## src/rtl/ysyx_22041071_imem_rsp_pkg.sv

```systemverilog
// ---------------------------------------------------------------------------
// ysyx_22041071_imem_rsp_pkg : shared bus defines, response entry type, address helpers
// Revision: 1.0
// ---------------------------------------------------------------------------
`default_nettype none

`ifndef YSYX_22041071_DEFINE_V
`define YSYX_22041071_DEFINE_V
`define ysyx_22041071_ADDR_BUS 63:0
`define ysyx_22041071_INS_BUS 31:0
`define START_ADDR 64'h0000_0000_8000_0000
`endif

package ysyx_22041071_imem_rsp_pkg;

  localparam int unsigned ADDR_W = 64;
  localparam int unsigned INS_W  = 32;
  localparam logic [ADDR_W-1:0] START_ADDR = `START_ADDR;

  typedef struct packed {
    logic [ADDR_W-1:0] pc;
    logic [INS_W-1:0]  ins;
    logic              err;
  } rsp_entry_t;

  function automatic logic addr_err(input logic [ADDR_W-1:0] addr);
    return (addr[1:0] != 2'b00) || (addr < START_ADDR);
  endfunction

  // Faulting addresses never reach the memory: their index is pinned to 0.
  function automatic logic [63:0] mem_index(input logic [ADDR_W-1:0] addr);
    logic [ADDR_W-1:0] off;
    off = addr - START_ADDR;
    return addr_err(addr) ? 64'd0 : {3'b000, off[ADDR_W-1:3]};
  endfunction

endpackage

`default_nettype wire

```

## src/rtl/RAMHelper.sv

```systemverilog
// ---------------------------------------------------------------------------
// RAMHelper : combinational-read doubleword memory with a fixed content pattern
// Revision: 1.0
// ---------------------------------------------------------------------------
`default_nettype none

module RAMHelper (
  input  logic        en,
  input  logic [63:0] rIdx,
  output logic [63:0] rdata,
  input  logic [63:0] wIdx,
  input  logic [63:0] wdata,
  input  logic [63:0] wmask,
  input  logic        wen
);

  logic [31:0] fold;
  logic [63:0] base;

  assign fold = rIdx[31:0] ^ rIdx[63:32];
  assign base = {fold * 32'h85EB_CA6B ^ 32'h2468_ACE0,
                 fold * 32'h9E37_79B9 ^ 32'h1357_9BDF};

  // A same-index write is visible immediately through the read port.
  always_comb begin
    rdata = 64'd0;
    if (en) begin
      rdata = base;
      if (wen && (wIdx == rIdx)) begin
        rdata = (base & ~wmask) | (wdata & wmask);
      end
    end
  end

endmodule

`default_nettype wire

```

## src/rtl/ysyx_22041071_RSP_FIFO.sv

```systemverilog
// ---------------------------------------------------------------------------
// ysyx_22041071_RSP_FIFO : DEPTH-entry response FIFO with synchronous flush
// Revision: 1.0
// ---------------------------------------------------------------------------
`default_nettype none

module ysyx_22041071_RSP_FIFO
  import ysyx_22041071_imem_rsp_pkg::*;
#(
  parameter int DEPTH   = 2,
  parameter int FIFO_AW = 1
) (
  input  logic               clk,
  input  logic               reset,
  input  logic               flush,
  input  logic               push,
  input  rsp_entry_t         push_data,
  input  logic               pop,
  output rsp_entry_t         head_data,
  output logic [FIFO_AW:0]   count
);

  rsp_entry_t         mem_q [DEPTH];
  logic [FIFO_AW-1:0] wptr_q, wptr_d;
  logic [FIFO_AW-1:0] rptr_q, rptr_d;
  logic [FIFO_AW:0]   count_q, count_d;

  always_comb begin
    wptr_d  = wptr_q + FIFO_AW'(push);
    rptr_d  = rptr_q + FIFO_AW'(pop);
    count_d = count_q;
    case ({push, pop})
      2'b10:   count_d = count_q + 1'b1;
      2'b01:   count_d = count_q - 1'b1;
      default: count_d = count_q;
    endcase
  end

  always_ff @(posedge clk) begin
    if (reset || flush) begin
      wptr_q  <= '0;
      rptr_q  <= '0;
      count_q <= '0;
    end else begin
      wptr_q  <= wptr_d;
      rptr_q  <= rptr_d;
      count_q <= count_d;
    end
  end

  always_ff @(posedge clk) begin
    if (push) begin
      mem_q[wptr_q] <= push_data;
    end
  end

  assign head_data = mem_q[rptr_q];
  assign count     = count_q;

endmodule

`default_nettype wire

```

## src/rtl/ysyx_22041071_imem_rsp.sv

```systemverilog
// ---------------------------------------------------------------------------
// ysyx_22041071_imem_rsp : instruction fetch responder (stage register + response FIFO)
// Revision: 1.0
// ---------------------------------------------------------------------------
`default_nettype none

module ysyx_22041071_imem_rsp
  import ysyx_22041071_imem_rsp_pkg::*;
#(
  parameter int DEPTH   = 2,
  parameter int FIFO_AW = 1
) (
  input  logic                          clk,
  input  logic                          reset,
  input  logic                          req_valid,
  output logic                          req_ready,
  input  logic [`ysyx_22041071_ADDR_BUS] req_addr,
  input  logic                          flush,
  output logic                          resp_valid,
  input  logic                          resp_ready,
  output logic [`ysyx_22041071_ADDR_BUS] resp_pc,
  output logic [`ysyx_22041071_INS_BUS]  resp_ins,
  output logic                          resp_err
);

  localparam logic [FIFO_AW+1:0] DEPTH_W = (FIFO_AW + 2)'(DEPTH);

  logic              inflight_q, inflight_d;
  logic [ADDR_W-1:0] stage_addr_q, stage_addr_d;
  logic [FIFO_AW:0]  fifo_count;
  logic [FIFO_AW+1:0] occupancy;
  logic              req_fire, resp_fire;
  logic              stage_err;
  logic [63:0]       ram_idx, ram_rdata;
  rsp_entry_t        push_entry, head_entry;

  // The stage slot counts toward capacity so an accepted request always has a FIFO seat.
  assign occupancy = {1'b0, fifo_count} + {{(FIFO_AW + 1){1'b0}}, inflight_q};
  assign req_ready = !flush && (occupancy < DEPTH_W);
  assign req_fire  = req_valid && req_ready;
  assign resp_fire = resp_valid && resp_ready;

  always_comb begin
    inflight_d   = req_fire;
    stage_addr_d = req_fire ? req_addr : stage_addr_q;
  end

  always_ff @(posedge clk) begin
    if (reset || flush) begin
      inflight_q <= 1'b0;
    end else begin
      inflight_q <= inflight_d;
    end
  end

  always_ff @(posedge clk) begin
    stage_addr_q <= stage_addr_d;
  end

  assign stage_err = addr_err(stage_addr_q);
  assign ram_idx   = mem_index(stage_addr_q);

  RAMHelper u_ram (
    .en    (1'b1),
    .rIdx  (ram_idx),
    .rdata (ram_rdata),
    .wIdx  (64'd0),
    .wdata (64'd0),
    .wmask (64'd0),
    .wen   (1'b0)
  );

  always_comb begin
    push_entry     = '0;
    push_entry.pc  = stage_addr_q;
    push_entry.err = stage_err;
    if (!stage_err) begin
      push_entry.ins = stage_addr_q[2] ? ram_rdata[63:32] : ram_rdata[31:0];
    end
  end

  ysyx_22041071_RSP_FIFO #(
    .DEPTH   (DEPTH),
    .FIFO_AW (FIFO_AW)
  ) u_fifo (
    .clk       (clk),
    .reset     (reset),
    .flush     (flush),
    .push      (inflight_q),
    .push_data (push_entry),
    .pop       (resp_fire),
    .head_data (head_entry),
    .count     (fifo_count)
  );

  assign resp_valid = (fifo_count != '0);
  assign resp_pc    = head_entry.pc;
  assign resp_ins   = head_entry.ins;
  assign resp_err   = head_entry.err;

endmodule

`default_nettype wire

```

## config.mk

```make
export PLATFORM = sky130hd
export DESIGN_NAME = ysyx_22041071_imem_rsp
export DESIGN_NICKNAME = d
export VERILOG_FILES = /design/src/rtl/ysyx_22041071_imem_rsp_pkg.sv /design/src/rtl/RAMHelper.sv /design/src/rtl/ysyx_22041071_RSP_FIFO.sv /design/src/rtl/ysyx_22041071_imem_rsp.sv
export SDC_FILE = /design/constraint.sdc
export NUM_CORES = 1
export LEC_CHECK = 0
export BUFFER_PORTS_ARGS = -buffer_cell sky130_fd_sc_hd__buf_2
export CORE_MARGIN = 3
export CORE_UTILIZATION = 58
export DETAILED_ROUTE_END_ITERATION = 8
export GPL_ROUTABILITY_DRIVEN = 0
export PLACE_DENSITY = 0.8
export SKIP_LAST_GASP = 1
export SYNTH_ARGS = -nofsm -noshare
export SYNTH_HDL_FRONTEND = slang
export SYNTH_HIERARCHICAL = 1
export SYNTH_SLANG_ARGS = --single-unit
```

## constraint.sdc

```tcl
create_clock -name clk -period 9.6 [get_ports clk]
set_input_delay 0.48 -clock clk [delete_from_list [all_inputs] [get_ports clk]]
set_output_delay 0.48 -clock clk [all_outputs]
set_load 0.05 [all_outputs]
```

==> flow_summary.toml <==
[status]
status = "finished, violations left"
violations = "slew limit"

[grt]
grt_use_total = 0.320
grt_overflow = 0
antenna_found_initial = 0
grt_pass1_vias = 23200
grt_pass1_wl_mm = 131
grt_max_degree = 80

[routing]
drtIter0Drc = 2185
ant_nets = 0
vias = 22100
drc = 0
wl_per_cell_um = 22.5
first_pass_iters = 5
drt-total-wl_mm = 87.9
via_per_inst = 5.65

[finish]
syn_to_final_growth_pct = 13.7
finalCoreUtilization = 0.676
antennaDiodeCount = 0
nNetsFinal = 4023
drive_gt1_frac = 0.143
num-fill-cells = 3576
postLayoutCellArea_sq_mm = 0.0343

[clock_tree]
clock_sinks = 263
holdBufCountCts = 0
cts_made_buffers = 24
h-tree-depth = 1
cts_tree = "yes"
root_buffer = "clkbuf_16"
clockBufferDepth = 3
path_clk_slew_ns = 0.07
clock_latency_ns = 0.53

[job]
drv_cap = 0

[logic_synthesis]
ys_types = 72
synthFlopType = "edfxtp_1"
synth_area_leaders = "fa_1 28%, edfxtp_1 26%, ha_1 13%, inv_1 7.7%, xnor2_1 4.7%"
synth-edff-count = 258
synth_area_sq_mm = 0.0302
yosysTopAreaCellShare = 0.277
seq_area_frac_synth = 0.260
synth_area_leader_cell = "fa_1"
yosysMostFrequentCell = "inv_1"
synthArstFlopShare = 0
synth_cells = 2740
synth.top_cells.by_count = "616 x inv_1, 418 x fa_1, 315 x ha_1, 258 x edfxtp_1, 163 x xnor2_1"
ys_seq_elements = 263
ys.warnings.count = 6
avgSynthCellArea_sq_um = 11.0

[sta]
slew_viol_final = 80
fin_hold_ws_ns = 0.126
period_share = 0.981
timing.fmax_mhz = 106
finalSetupViolCount = 0
finClkSkew_ns = 0.0209
rsz0062_at_grt = "yes"
slew_headroom = -0.811
fin_crit_ns = 9.42
tns_ns = 0
worstMarginPinSlew_ns = 2.71
hold_violations = 0

[worst_setup_path]
endpoint_kind = "register"
slowest_delay_ns = 0.64
crit_required_ns = 9.97
setup.worst_path.class = "reg2reg"
cp-start-kind = "register"
critPathMaxFanout = 7
critPathArrivalTime_ns = 9.79
slowest_stage = "fa_1"

[floorplan]
coreArea_sq_mm = 0.0508
ios = 168
die_w_um = 234
fp-row-count = 82
die_area_sq_mm = 0.0548
start_util = 0.594
die_h_um = 234

[place]
hpwl_mm = 73.3
place_area_sq_mm = 0.0330
portBuffers = 167

[worst_hold_path]
hold_class = "in2reg"
## cells in the final DEF (no fill, tap or decap), drive strengths merged, types with 30 or more instances in the layout
cell    synthesis  routed
and2           32      32
nor2          118     118
o21ai          30      30
a211oi         30      30
ha            315     315
xnor2         164     164
buf            29     250
edfxtp        258     258
a21o           30      30
a21oi          71      71
nand3          38      38
fa            418     418
xor2           57      57
mux2i          34      34
mux2           98      98
nand2         133     133
inv           617     617
clkbuf         15      30
conb            2     251
## critical path: cells and delay by family, from the launching register on
| kind | cells | cell delay (ns) |
|---|---|---|
| DFF | 1 | 0.44 |
| xor gates and xnor gates | 10 | 2.10 |
| buffers and inverters | 4 | 0.54 |
| and+or+nand+nor | 5 | 1.66 |
| AOI/OAI and AO/OA | 1 | 0.22 |
| muxes | 1 | 0.09 |
| adders and majority gates | 9 | 4.16 |
## cell families after synthesis
group	Yosys count	synth area share
other cells	2	0.000249
fa+ha+maj	733	0.408
flops	263	0.260
mux	132	0.0478
simple gates	493	0.0842
compound gates	235	0.0506
xor+xnor	221	0.0644
buf+inv	661	0.0850
## layer usage
layer	GRT usage	up-vias	part of all wire
met4	0.199	0	0.080
met1	0.395	10900	0.36
met5	0	-	0
met2	0.508	1215	0.46
li1	-	9606	-
met3	0.0808	392	0.099
## flip-flops by register name, summed over array words and instances, names as in the netlist
name / cells
inflight_q: 1
u_fifo/rptr_q: 1
u_fifo/wptr_q: 1
u_fifo/mem_q: 194
u_fifo/count: 2
stage_addr_q: 64
## per-stage QoR
step	instances	setup WS, ns
final	3909	0.180
after global routing	3909	-0.143
after CTS	3881	0.0167
after detailed placement	3836	-0.586
after global placement	3836	-0.330
after floorplan	2989	0.698
## repair_timing
item	4_1_cts	5_1_grt
gates cloned	0	0
gates resized for setup	18	66
endpoints found under the setup margin	20	24
pin swaps	3	14
buffers inserted	3	28
## cell type report
class | count | area, sq um | share of cell area
inverters | 617 | 2330 | 0.0678
clock buffers | 30 | 644 | 0.0188
flip-flops and latches | 263 | 7850 | 0.229
clock inverters | 12 | 70.1 | 0.00204
multi-input cells | 2065 | 21100 | 0.615
repair buffers | 250 | 1480 | 0.0431
well taps | 672 | 841 | 0.0245
## final timing paths
kind | start | cells past startpoint | slack, ns | to
hold / removal | req_addr[17] | 1 | 0.13 | stage_addr_q[17]
setup / recovery | stage_addr_q[32] | 30 | 0.18 | u_fifo/mem_q[0][32]
hold reg to reg | stage_addr_q[13] | 0 | 0.48 | u_fifo/mem_q[1][46]
setup reg to reg | stage_addr_q[32] | 30 | 0.18 | u_fifo/mem_q[0][32]
Power is not shown: default switching activity piles up to over one toggle a cycle in this logic, so the estimate is an artifact.
